File: config.mk
export PLATFORM = sky130hd
export DESIGN_NAME = vr_burst_packer
export DESIGN_NICKNAME = d
export VERILOG_FILES = /design/src/rtl/vr_burst_packer.sv
export SDC_FILE = /design/constraint.sdc
export NUM_CORES = 1
export LEC_CHECK = 0
export CAP_MARGIN = 20
export CORE_UTILIZATION = 32
export CTS_BUF_LIST = sky130_fd_sc_hd__clkbuf_8
export DETAILED_ROUTE_END_ITERATION = 8
export GPL_ROUTABILITY_DRIVEN = 0
export PLACE_DENSITY_LB_ADDON = 0.3
export SYNTH_ARGS = -nofsm -noshare
export SYNTH_HDL_FRONTEND = slang
export SYNTH_SLANG_ARGS = --single-unit
File: constraint.sdc
create_clock -name clk -period 2.65 [get_ports clk]
set_clock_uncertainty 0.2 [all_clocks]
set_input_delay 0.6625 -clock clk [delete_from_list [all_inputs] [get_ports clk]]
set_output_delay 0.6625 -clock clk [all_outputs]
set_load 0.005 [all_outputs]
File: src/rtl/vr_burst_packer.sv
// vr_burst_packer
// Buffers a valid/ready sample stream in a FIFO and replays it as fixed-length
// bursts. A burst only starts once BURST_LEN samples are buffered, so every
// burst is emitted without gaps. A remainder shorter than a burst stays
// buffered until enough samples arrive to complete it.
//
// Ports:
//   clk       in   single clock, rising edge
//   rst       in   asynchronous active-high reset
//   i_data    in   input sample
//   i_valid   in   input sample valid
//   i_ready   out  block can accept a sample (buffer not full)
//   o_bdata   out  burst beat data (FIFO head)
//   o_bvalid  out  burst beat valid
//   o_bready  in   consumer accepts the beat
//   o_bfirst  out  current beat is the first of its burst
//   o_blast   out  current beat is the last of its burst
//   o_fill    out  number of buffered samples
module vr_burst_packer #(
    parameter int unsigned WIDTH     = 16,
    parameter int unsigned BURST_LEN = 8,
    parameter int unsigned DEPTH     = 16
) (
    input  logic                     clk,
    input  logic                     rst,
    input  logic [WIDTH-1:0]         i_data,
    input  logic                     i_valid,
    output logic                     i_ready,
    output logic [WIDTH-1:0]         o_bdata,
    output logic                     o_bvalid,
    input  logic                     o_bready,
    output logic                     o_bfirst,
    output logic                     o_blast,
    output logic [$clog2(DEPTH):0]   o_fill
);

    localparam int unsigned AW = $clog2(DEPTH);
    localparam int unsigned CW = AW + 1;
    localparam int unsigned BW = $clog2(BURST_LEN);

    typedef enum logic {StIdle, StBurst} state_e;

    state_e         r_state;
    state_e         w_state_next;
    logic [WIDTH-1:0] r_mem [DEPTH];
    logic [AW-1:0]  r_wptr;
    logic [AW-1:0]  r_rptr;
    logic [CW-1:0]  r_count;
    logic [CW-1:0]  w_count_next;
    logic [BW-1:0]  r_beat;
    logic           w_wr;
    logic           w_rd;
    logic           w_beat_last;
    logic           w_burst_ready;

    // Ready depends only on the registered count: a same-cycle read does not
    // free a slot for a same-cycle write when full.
    assign i_ready       = (r_count < CW'(DEPTH));
    assign w_wr          = i_valid && i_ready;
    assign w_rd          = o_bvalid && o_bready;
    assign w_beat_last   = (r_beat == BW'(BURST_LEN - 1));
    assign w_burst_ready = (w_count_next >= CW'(BURST_LEN));

    always_comb begin
        w_count_next = r_count;
        if (w_wr && !w_rd) begin
            w_count_next = r_count + CW'(1);
        end else if (w_rd && !w_wr) begin
            w_count_next = r_count - CW'(1);
        end
    end

    // Data RAM carries no reset; contents are only observed while o_bvalid=1.
    always_ff @(posedge clk) begin
        if (w_wr) begin
            r_mem[r_wptr] <= i_data;
        end
    end

    always_ff @(posedge clk or posedge rst) begin
        if (rst) begin
            r_wptr  <= '0;
            r_rptr  <= '0;
            r_count <= '0;
            r_beat  <= '0;
        end else begin
            r_count <= w_count_next;
            if (w_wr) begin
                r_wptr <= r_wptr + AW'(1);
            end
            if (w_rd) begin
                r_rptr <= r_rptr + AW'(1);
                r_beat <= w_beat_last ? '0 : r_beat + BW'(1);
            end
        end
    end

    // FSM: state register
    always_ff @(posedge clk or posedge rst) begin
        if (rst) begin
            r_state <= StIdle;
        end else begin
            r_state <= w_state_next;
        end
    end

    // FSM: next state. Entering or staying in BURST requires a whole burst to
    // be buffered, which guarantees a gap-free burst.
    always_comb begin
        w_state_next = r_state;
        unique case (r_state)
            StIdle: begin
                if (w_burst_ready) begin
                    w_state_next = StBurst;
                end
            end
            StBurst: begin
                if (w_rd && w_beat_last && !w_burst_ready) begin
                    w_state_next = StIdle;
                end
            end
            default: w_state_next = StIdle;
        endcase
    end

    // FSM: outputs
    always_comb begin
        o_bvalid = (r_state == StBurst);
        o_bfirst = o_bvalid && (r_beat == '0);
        o_blast  = o_bvalid && w_beat_last;
        o_bdata  = r_mem[r_rptr];
        o_fill   = r_count;
    end

endmodule

==> impl_metrics.py <==
metrics = {
    "yosys": {
        "synth_top_area_cell": "edfxtp_1",
        "yosysMostFrequentCell": "edfxtp_1",
        "ys_ff_latch": 273,
        "syn_area_sq_um": 10600,
        "syn_inst": 507,
        "syn-num-nets": 537,
        "synth_top_area_frac": 0.724,
        "yosys_warnings": 0,
        "synth_cell_types": 32,
        "synth_flop_cell": "edfxtp_1",
        "ys_seq_area_frac": 0.764,
        "yosys-top-cells-area": "edfxtp_1 72%, mux4_2 14%, dfrtp_1 4.0%",
        "yosys-top-cells-count": "256 x edfxtp_1, 64 x mux4_2, 33 x a22oi_1",
        "async_reset_ff_frac": 0.0623,
        "synth_edf_count": 256,
        "synth.avg_cell_area_sq_um": 20.9,
    },
    "clock_network": {
        "ctsHoldBuffers": 0,
        "numCtsBuffers": 45,
        "cts_root_buf": "clkbuf_8",
        "clkSinkCount": 273,
        "clkTransAtPathRegs_ns": 0.06,
        "clk_latency_ns": 0.54,
        "clockBufferDepth": 3,
        "tritoncts": "done",
        "htree_levels": 2,
    },
    "routing": {
        "drt.antenna.violating_nets": 0,
        "vias_per_cell": 4.88,
        "initialDrtViolationCount": 395,
        "routedWlPerCell_um": 22.4,
        "dr.pass1.iters": 5,
        "wl_mm": 25.1,
        "drcViolationCount": 0,
        "vias": 5464,
    },
    "power": {
        "seqPwrFrac": 0.386,
        "power_frac_clock": 0.246,
        "power_density_nw_per_um2": 1050,
        "p_comb_frac": 0.368,
        "leakage_uw": 0.00452,
        "p_sw_uw": 4260,
        "ir_drop_uv": 513,
        "power.total_uw": 14100,
        "internal-power_uw": 9790,
        "sw_frac_of_total": 0.303,
    },
    "worst_hold_path": {
        "hp-class": "flip-flop to flip-flop",
        "hold_depth": 1,
        "holdPathEnd": "r_wptr[3]$_DFFE_PP0P_",
        "hold_start": "r_wptr[3]$_DFFE_PP0P_",
    },
    "setup_path": {
        "r2r_cells": 5,
        "crit_fanout": 7,
        "endpoint_kind": "output port",
        "crit_type": "flip-flop to output port",
        "r2r-end": "r_mem[9][15]$_DFFE_PP_",
        "r2r_start": "o_fill[4]$_DFF_PP0_",
        "startpoint": "r_rptr[0]$_DFFE_PP0P_",
        "critPathArrivalTime_ns": 2.31,
        "r2r_setup_slack_ns": 0.66,
        "startpoint_type": "flip-flop",
        "required_ns": 1.79,
    },
    "floorplan": {
        "start_util": 0.326,
        "io_pins": 45,
        "dieArea_sq_um": 33900,
        "rows": 66,
        "die_h_um": 184,
        "core_area_sq_um": 32600,
        "die_x_um": 184,
    },
    "flow_run": {
        "drv_cap": 0,
    },
    "grt": {
        "grt_use_total": 0.153,
        "antenna_found_initial": 0,
        "grt_start_max_net_pins": 31,
        "grt_pass1_vias": 5807,
        "grt_overflow_total": 0,
        "grt_first_pass_wirelength_mm": 37.0,
    },
    "timing": {
        "drv_slew": 0,
        "fmax_mhz": 315,
        "relSlewSlack": 0.614,
        "tightestPinTransition_ns": 0.577,
        "finalCriticalPeriod_ns": 3.17,
        "setup_viol": 16,
        "rsz0062_at_grt": "yes",
        "setup_ws_ns": -0.521,
        "hold_viol": 0,
        "fin_crit_sh": 1.20,
    },
    "status": {
        "status": "finished with violations",
        "failed_checks": "negative setup slack",
    },
    "place": {
        "dp_worst_setup_slack_ns": -0.277,
        "port-buffer-count": 44,
        "dp_cells": 1012,
        "hpwl_mm": 13.8,
    },
    "layout": {
        "drive_gt1_frac": 0.360,
        "finalNonFillerCells": 1120,
        "fin_nets": 673,
        "antenna_cells": 0,
        "area_growth_pct": 26.6,
    },
}
[registers in the layout, summed over array words and instances (netlist names)]
signal    count
o_bvalid      1
o_fill        5
r_beat        3
r_mem       256
r_rptr        4
r_wptr        4
[kinds of logic (layout without fill, tap and decap cells)]
kind of cell / after synthesis / count (layout) / synth area share
DFF: 273 / 273 / 0.764
buffers and inverters: 31 / 202 / 0.0164
xor gates and xnor gates: 8 / 8 / 0.00660
and+or+nand+nor: 81 / 81 / 0.0378
adders and majority gates: 10 / 10 / 0.0118
muxes: 64 / 64 / 0.136
AOI/OAI and AO/OA: 40 / 40 / 0.0277
[stage by stage]
step,setup TNS [ns],utilization,area [sq um],hold slack (ns)
after floorplan,0,-,10600,0.275
after global placement,-3.30,0.369,12000,0.297
after detailed placement,-3.78,0.369,12000,0.313
after CTS,-8.35,0.410,13400,0.334
after global routing,-9.04,0.412,13400,0.368
final,-7.62,0.412,13400,0.338
[final cells by class]
cell class                      count  area [sq um]
Clock buffer                       50           688
Fill cell                        2896         19200
Clock inverter                     32           164
Sequential cell                   273          8120
Multi-Input combinational cell    203          2510
Inverter                            8          30.0
Timing Repair Buffer              112          1380
Tap cell                          442           553
[what timing repair did]
action                                 4_1_cts  5_1_grt
gates cloned                                 6        0
endpoints found under the hold margin        0        0
pin swaps                                   39       19
buffers inserted                            17        5
resized for setup                          117       17
setup endpoints to repair                   18       17
[power by group through the flow]
stage / registers, uW / clock network [uW] / logic, uW
after CTS: 5410 / 3550 / 5150
after global routing: 5460 / 3740 / 5550
after detailed placement: 5510 / 0 / 4310
after floorplan: 5420 / 0 / 2480
final: 5420 / 3460 / 5180
after global placement: 5470 / 0 / 4250
[layout by cell type, fill, tap and decap left out, types with 4 or more instances in the layout]
cell	n
edfxtp_1	256
mux4_2	64
clkbuf_8	50
a22oi_2	31
nand2_1	28
buf_12	27
clkdlybuf4s50_1	26
buf_4	25
inv_1	23
and2_1	19
dfrtp_1	15
buf_2	13
buf_6	12
nor2_1	10
clkinv_1	10
xnor2_1	8
ha_1	8
buf_16	5
nand2_2	4
nand3_1	4
[worst max-delay path by stage]
stage / cells past startpoint / to / slack [ns]
after floorplan: 4 / o_bdata[10] / 0.33
after detailed placement: 5 / o_bdata[13] / -0.28
after CTS: 7 / o_bdata[13] / -0.57
after global routing: 7 / o_bdata[6] / -0.61
final: 7 / o_bdata[11] / -0.52
after global placement: 5 / o_bdata[13] / -0.25
[critical path, stage by stage (launching register included)]
cell and delay, ns:
dfrtp_4 0.51, buf_12 0.17, buf_12 0.14, buf_12 0.12
mux4_2 0.42, a22oi_2 0.19, nand2_1 0.08, buf_2 0.13
[per-layer routing]
| layer | GRT usage | up-vias | wire, um |
|---|---|---|---|
| li1 | - | 2359 | - |
| met1 | 0.208 | 2914 | 11200 |
| met2 | 0.251 | 159 | 12200 |
| met3 | 0.0275 | 32 | 1300 |
| met4 | 0.0437 | 0 | 386 |
| met5 | 0 | - | 0 |
(Power assumes the default switching activity.)
==> patch (same settings) <==
The parameter `BURST_LEN` goes from 8 to 16.
--- a/src/rtl/vr_burst_packer.sv
+++ b/src/rtl/vr_burst_packer.sv
@@ -18,7 +18,7 @@
 //   o_fill    out  number of buffered samples
 module vr_burst_packer #(
     parameter int unsigned WIDTH     = 16,
-    parameter int unsigned BURST_LEN = 8,
+    parameter int unsigned BURST_LEN = 16,
     parameter int unsigned DEPTH     = 16
 ) (
     input  logic                     clk,
Function: changed (Yosys sat finds a counterexample within 10 cycles, from zero or initial values and one cycle with rst high).
==> patch against the unedited design <==
  * The flow still finishes with violations (negative setup slack)
  * Synthesized area up 0.53%
  * Total power down 2.9%
  * Setup slack better by 0.0035 ns
  * Die area up 0.52%
  * Cell area about the same
  * Sequential cell count up 1
  * Wire length down 2.3%
  * Critical endpoint is now o_bdata[13]
  * Critical path type unchanged
  * Critical path depth unchanged
==> patch: results (changes against the unedited design) <==
Status
  • Outcome: complete, but fails checks
  • Failing checks: negative setup slack

Yosys
  • Part of the Yosys area used for sequential elements: 76.2% (-0.17 points)
  • Compound-Gate Fraction of Synth Area: 3.39% (+0.62 points)
  • Synth Instances: 508 (+0.20%)
  • Most frequent cells after synthesis: edfxtp_1, mux4_2, a22oi_1
  • Adder and majority cell fraction of the synthesized area: 1.29% (+0.11 points)
  • Number of synthesized flops with an enable pin: 256 (unchanged)
  • Post-synthesis mux area share: 13.5% (-0.072 points)
  • Mapped Nets: 539 (+0.37%)
  • Synthesized flop and latch total: 274 (+0.37%)
  • Synth Area in XOR/XNOR: 0.738% (+0.079 points)
  • Largest cells by area after synthesis: edfxtp_1, mux4_2, dfrtp_1
  • Async set-reset flop share out of synthesis: 6.57% (+0.34 points)

Pwr
  • Lkg Pwr: 0.00449 uW (-0.67%)
  • Clock group share of total power: 25.9% (+1.3 points)
  • Comb. pwr: 4780 uW (-7.7%)
  • Peak supply drop: 0.000414 V (-19%)
  • Comb pwr share: 35.0% (-1.8 points)

Placement
  • Place WS: -0.457 ns (-0.181 ns)
  • Dpl cells: 1017 (+0.49%)
  • DP Area: 12200 sq um (+1.5%)
  • Dpl hpwl: 13500 microns (-2.1%)

Routing
  • Detailed-route wire length: 24500 microns (-2.3%)
  • Routed vias/inst: 4.92 (+0.91%)

Setup path
  • Worst path max stage delay: 0.51 ns (about the same)
  • Cell depth of the worst flop-to-flop path: 8 (+3)
  • Crit-path max FO: 6 (-1)

Timing
  • Final Setup Violations: 16 (unchanged)
  • Slew margin rel.: 63.0% (+1.6 points)
  • Setup TNS: -7.08 ns (+0.535 ns)
  • Worst setup slack after layout: -0.517 ns (+0.00351 ns)

Finish
  • ClkCell Share: 6.43% (+0.088 points)
  • Register area: 8140 sq um (+0.31%)
  • Bufs w/o clock: 104 (-7.1%)
  • Final #Nets: 669 (-0.59%)
  • Buffer share of cell area: 9.77% (-0.46 points)
  • FILL cells: 2881 (-0.52%)
  • Comb_multi_in: 202 (-0.49%)
  • Area delta synth->final: 25.8%
  • Multi-input gate share of total cell area: 18.8% (+0.087 points)
  • Layout cells sized above 1: 33.9% (-2.1 points)
  • Clock buffer count: 46 (-8.0%)

Global route
  • Vias in the first global route: 5889 (+1.4%)
  • First-pass GRT wire length: 36600 microns (-1.0%)
  • Largest net degree at the start of global routing: 27 (-13%)

Clock tree
  • Setup Fix Bufs, Post-CTS: 14 (-3)
  • Clock root cell: clkbuf_8
  • Clock-pin slew on the worst setup and hold paths: 0.06 ns (about the same)
  • Htree depth: 2 (unchanged)
  • Cts repair resizes: 105 (-10%)

Hold path
  • Min-delay worst type: in2async
patch: routing by layer:
layer | part of all wire, % | GRT usage (%) | vias up
met3 | 5.7 | 2.81 | 45
li1 | - | - | 2359
met2 | 48 | 24.1 | 188
met4 | 2.1 | 4.63 | 0
met5 | 0 | 0 | -
met1 | 44 | 20.4 | 2892
patch: final timing paths:
| check | start | to | slack (ns) |
|---|---|---|---|
| setup / recovery | r_rptr[0]$_DFFE_PP0P_ | o_bdata[13] | -0.52 |
| hold / removal | rst | o_fill[4]$_DFF_PP0_ | 0.20 |
| setup reg to reg | o_fill[4]$_DFF_PP0_ | o_bvalid$_DFF_PP0_ | 0.51 |
| hold reg to reg | r_wptr[3]$_DFFE_PP0P_ | r_wptr[3]$_DFFE_PP0P_ | 0.34 |
| max in group asynchronous | rst | r_rptr[0]$_DFFE_PP0P_ | 1.54 |
| min in group clk | r_wptr[3]$_DFFE_PP0P_ | r_wptr[3]$_DFFE_PP0P_ | 0.34 |
